## config.mk

```make
export PLATFORM = sky130hd
export DESIGN_NAME = timer_irq_dev
export DESIGN_NICKNAME = d
export VERILOG_FILES = /design/src/rtl/timer_irq_dev_pkg.sv /design/src/rtl/timer_irq_dev.sv
export SDC_FILE = /design/constraint.sdc
export NUM_CORES = 1
export LEC_CHECK = 0
export CAP_MARGIN = 0
export CORE_MARGIN = 2
export CORE_UTILIZATION = 50
export CTS_BUF_LIST = sky130_fd_sc_hd__clkbuf_4 sky130_fd_sc_hd__clkbuf_8
export DETAILED_ROUTE_END_ITERATION = 10
export PLACE_DENSITY = 0.79
export SYNTH_ARGS = -nofsm -noshare
export SYNTH_HDL_FRONTEND = slang
export SYNTH_SLANG_ARGS = --single-unit
```

## constraint.sdc

```tcl
create_clock -name clk -period 2.1 [get_ports clk]
set_input_delay 0.525 -clock clk [delete_from_list [all_inputs] [get_ports clk]]
set_output_delay 0.525 -clock clk [all_outputs]
set_load 0.01 [all_outputs]
```

## src/rtl/timer_irq_dev_pkg.sv

```systemverilog
// timer_irq_dev_pkg: register map, CTRL fields, modes and FSM states shared with the bridge and CP0 wiring
package timer_irq_dev_pkg;
    localparam logic [1:0] CTRL_ADDR   = 2'd0;
    localparam logic [1:0] PRESET_ADDR = 2'd1;
    localparam logic [1:0] COUNT_ADDR  = 2'd2;
    localparam int CTRL_EN      = 0;
    localparam int CTRL_MODE_LO = 1;
    localparam int CTRL_MODE_HI = 2;
    localparam int CTRL_IM      = 3;
    localparam logic [1:0] MODE_ONESHOT = 2'b00;
    localparam logic [1:0] MODE_RELOAD  = 2'b01;
    typedef enum logic [1:0] {ST_IDLE, ST_LOAD, ST_CNT, ST_INT} state_t;
endpackage

```

## src/rtl/timer_irq_dev.sv

```systemverilog
// timer_irq_dev: memory-mapped countdown timer driving one CP0 HWInt line
module timer_irq_dev
    import timer_irq_dev_pkg::*;
#(
    parameter int WIDTH = 32
) (
    input  logic             clk,
    input  logic             reset,
    input  logic [1:0]       addr,
    input  logic             we,
    input  logic [WIDTH-1:0] wdata,
    output logic [WIDTH-1:0] rdata,
    output logic             irq
);
    logic [3:0]       r_ctrl;
    logic [WIDTH-1:0] r_preset;
    logic [WIDTH-1:0] r_count;
    logic             r_flag;
    state_t           r_state;
    logic             w_wr_reg;
    logic             w_reload;
    logic             w_unused;
    assign w_wr_reg = we && (addr == CTRL_ADDR || addr == PRESET_ADDR);
    assign w_reload = r_ctrl[CTRL_MODE_HI:CTRL_MODE_LO] == MODE_RELOAD;
    assign w_unused = ^wdata[WIDTH-1:4];
    assign irq      = r_flag & r_ctrl[CTRL_IM];
    always_comb
        rdata = addr == CTRL_ADDR   ? {{(WIDTH-4){1'b0}}, r_ctrl} :
                addr == PRESET_ADDR ? r_preset :
                addr == COUNT_ADDR  ? r_count  : '0;
    // A CTRL/PRESET write is both configuration and the software acknowledge, so it overrides the FSM
    always_ff @(posedge clk) begin
        if (reset) begin
            r_ctrl   <= '0;
            r_preset <= '0;
            r_count  <= '0;
            r_flag   <= 1'b0;
            r_state  <= ST_IDLE;
        end else if (w_wr_reg) begin
            if (addr == CTRL_ADDR) r_ctrl <= wdata[3:0];
            else r_preset <= wdata;
            r_flag  <= 1'b0;
            r_state <= ST_IDLE;
        end else begin
            case (r_state)
                ST_IDLE: if (r_ctrl[CTRL_EN]) r_state <= ST_LOAD;
                ST_LOAD: begin
                    r_count <= r_preset;
                    r_state <= ST_CNT;
                end
                ST_CNT: begin
                    if (!r_ctrl[CTRL_EN]) r_state <= ST_IDLE;
                    else if (r_count > WIDTH'(1)) r_count <= r_count - WIDTH'(1);
                    else begin
                        r_count <= '0;
                        r_flag  <= 1'b1;
                        r_state <= ST_INT;
                    end
                end
                ST_INT: begin
                    if (w_reload) begin
                        r_flag  <= 1'b0;
                        r_state <= ST_LOAD;
                    end else begin
                        r_ctrl[CTRL_EN] <= 1'b0;
                        r_state         <= ST_IDLE;
                    end
                end
                default: r_state <= ST_IDLE;
            endcase
        end
    end
endmodule

```

==> results by group, run 1 <==
Outcome
  – Outcome: complete, but fails checks
  – Failing checks: negative setup slack

Power and ir drop
  – Overall Power: 3.495 mW
  – P per Cell Area: 576.9 mW/mm^2
  – Static Leak: 2.457 nW
  – Worst vdd ir: 0.4629 mV

Logic synthesis
  – Post-synth top cells: nand2_1 (87), a21oi_1 (74), dfxtp_1 (71)
  – Mapped cell area: 0.004126 mm^2
  – Largest family of logic cells by synthesized area: compound AO/OA/AOI/OAI gates
  – Synth top area cells: dfxtp_1 (34%), a21oi_1 (9.0%), nand2_1 (7.9%), a22o_1 (5.9%), clkbuf_1 (4.0%)
  – Post-synth cell types: 55
  – Post-synthesis cell count: 546
  – Cell with the most instances after synthesis: nand2_1
  – Part of the Yosys area used for sequential elements: 34.45%
  – Compound-Gate Fraction of Synth Area: 30.05%
  – Share of the synthesized area in the top cell type: 34.45%
  – Top cell type by total area after synthesis: dfxtp_1
  – Post-synth EDFFs: 0
  – Post-Syn Nets: 589
  – Syn_area_per_cell: 7.558 um^2
  – Proportion of synthesized area in mux cells: 1.213%
  – Synth Warn #: 0
  – FF+latch count, synth: 71
  – Adder-cell share of the synthesized area: 1.819%
  – Top FF cell, synth: dfxtp_1
  – Synth async-reset ratio: 0%
  – Synth Area in Simple Gates: 25.44%
  – Post-Synth XOR/XNOR Area: 0%

Die
  – Initial Utilization: 50.99%
  – I/O pin count: 70
  – DIE WIDTH: 94.85 um
  – Row cnt: 33
  – Die Height: 94.85 um
  – CORE AREA: 0.008093 mm^2
  – Die area: 0.008996 mm^2

Clock network
  – CTS clk-pin slew, worst paths: 0.08 ns
  – Clock Path Buffers: 2
  – CTS tree: built
  – Worst skew pair latency: 0.35 ns
  – Clock buffers created by TritonCTS: 9
  – CTS Sinks: 71
  – H-tree Lvls: 3
  – Root Driver: clkbuf_8

Place
  – DP Wirelength: 9719 um
  – Pre-CTS setup slack: -0.6129 ns
  – Cell Count Post-Placement: 749
  – Gpl congestion: 0.9900
  – Port bufs: 69

Detailed routing
  – First-pass iteration count of the detailed router: 6
  – Initial drt markers: 748
  – Via count: 5134
  – DRT antenna net count: 0
  – Final wirelength: 15890 um
  – Vias/cell: 6.557
  – Drt wl/cell: 20.29 um
  – DRC Markers: 0

Critical path
  – Crit Path Max Fanout: 2
  – WP data arrival: 2.50 ns
  – CP endpoint kind: register
  – Worst setup SP type: register
  – Critical path data required time: 2.33 ns
  – Crit Path Category: register to register
  – R2R cell count: 5

GRT
  – Total track usage: 34.00%
  – Global-route wire length before repair: 23710 um
  – Vias in the first global route: 4619
  – Largest net degree at the start of global routing: 66
  – Antenna violations before repair: 0
  – Grt ovf: 0

Finish
  – Layout area overhead: 46.82%
  – Nets: 716
  – Antenna cells: 0
  – Post-Layout Cell Count: 783
  – Layout cells sized above 1: 28.76%

Timing
  – Worst-margin pin slew: 0.5422 ns
  – Min Clock Period, post-route: 2.272 ns
  – Maximum clock rate: 440.1 MHz
  – Final number of hold-violating endpoints: 0
  – Max_slew headroom: 63.72%
  – Fin. max-slew vios: 0
  – Final WS setup: -0.1723 ns
  – Setup violators final: 23
  – Hold WS: 0.4765 ns
  – Final Skew: 0.008790 ns
  – Final Cycle Share: 108.2%
  – RSZ-0062 raised after global routing: true

Hold path
  – Hold Path Class: register to register
  – WHS Path Cells: 2

Run
  – Max Cap Viol: 0
[placed cells by master (no fill, tap or decap), types with 4 or more instances in the layout]
cell type and n:
a32oi_1 5, a22o_1 28, nor4_1 5, a41oi_1 5, inv_1 21, nor3_1 9, o21a_1 4, buf_6 12
o32ai_1 13, nand2_1 87, o21ai_0 13, nor4_4 4, nand4b_1 4, a21oi_2 5, buf_4 76, a31oi_1 7
a21oi_1 69, buf_2 22, o21ai_1 4, clkdlybuf4s50_1 34, nor2_1 20, dlygate4sd2_1 11, mux2i_1 5, and3_1 12
nand3_1 11, ha_1 5, clkbuf_8 10, and2_1 5, nor2b_1 9, or4_4 8, dfxtp_1 67, dfxtp_2 4
buf_12 6
[flip-flops by register name (all words and copies together), names as in the netlist]
register	count
r_state	2
r_preset	32
r_count	32
r_flag	1
r_ctrl	4
[kinds of logic after synthesis]
family                     Yosys count
buffers and inverters               74
AOI/OAI and AO/OA                  185
muxes                                5
adders and majority gates            6
and+or+nand+nor                    205
DFF                                 71
[final cells by class]
| type | count | area (um^2) |
|---|---|---|
| clock inverters | 6 | 67.56 |
| clock buffers | 10 | 137.6 |
| flip-flops and latches | 71 | 1426 |
| inverters | 23 | 86.33 |
| multi-input cells | 401 | 2714 |
| well taps | 105 | 131.4 |
| repair buffers | 167 | 1495 |
| fillers | 584 | 2034 |
[where the power goes]
| group | switching (mW) | leakage (nW) | internal, mW |
|---|---|---|---|
| Sequential | 0.0339 | 0.577 | 1.38 |
| Combinational | 0.505 | 1.78 | 0.423 |
| Clock | 0.568 | 0.0993 | 0.588 |
| Total | 1.11 | 2.46 | 2.39 |
[what timing repair did]
item                       4_1_cts  5_1_grt
gates cloned                     3        2
pin swaps                       14       18
hold endpoints to repair         0        0
resized for setup              129       41
hold buffers                     0        0
setup endpoints to repair       65       33
setup buffers                   10        3
[worst max-delay path: stages, from the launching register on]
cell and delay, ns:
dfxtp_2 0.33, or4_4 0.56, or4_4 0.48, or4_4 0.52, a21oi_2 0.16, o32ai_1 0.11
[per-stage QoR]
step / area, um^2 / setup TNS [ns] / util, %
5_1_grt: 6058 / -3.132 / 74.86
3_5_place_dp: 5482 / -26.68 / 67.73
4_1_cts: 5849 / -0.2886 / 72.28
2_1_floorplan: 4240 / -0.2076 / -
6_report: 6058 / -1.708 / 74.86
3_3_place_gp: 5482 / -23.87 / 67.73
[layer usage]
layer / vias up / share of wire, % / track usage, %
met5: - / 0 / 0
met4: 0 / 5.3 / 15.22
met3: 103 / 12 / 9.896
met2: 435 / 44 / 50.24
met1: 2335 / 39 / 45.84
li1: 2261 / - / -
[final timing paths]
kind	from	end	slack (ns)
setup reg to reg	r_count[8]	r_count[25]	-0.17
hold reg to reg	r_preset[9]	r_preset[9]	0.48
hold / removal	r_preset[9]	r_preset[9]	0.48
setup / recovery	r_count[8]	r_count[25]	-0.17
Power figures use the tool's default switching activity.
==> run 2, diff against run 1 <==
Settings changed: CTS_CLUSTER_DIAMETER set to 50.
==> results of run 2 <==
The final DEF is identical to that of run 1; final timing and power are the same.
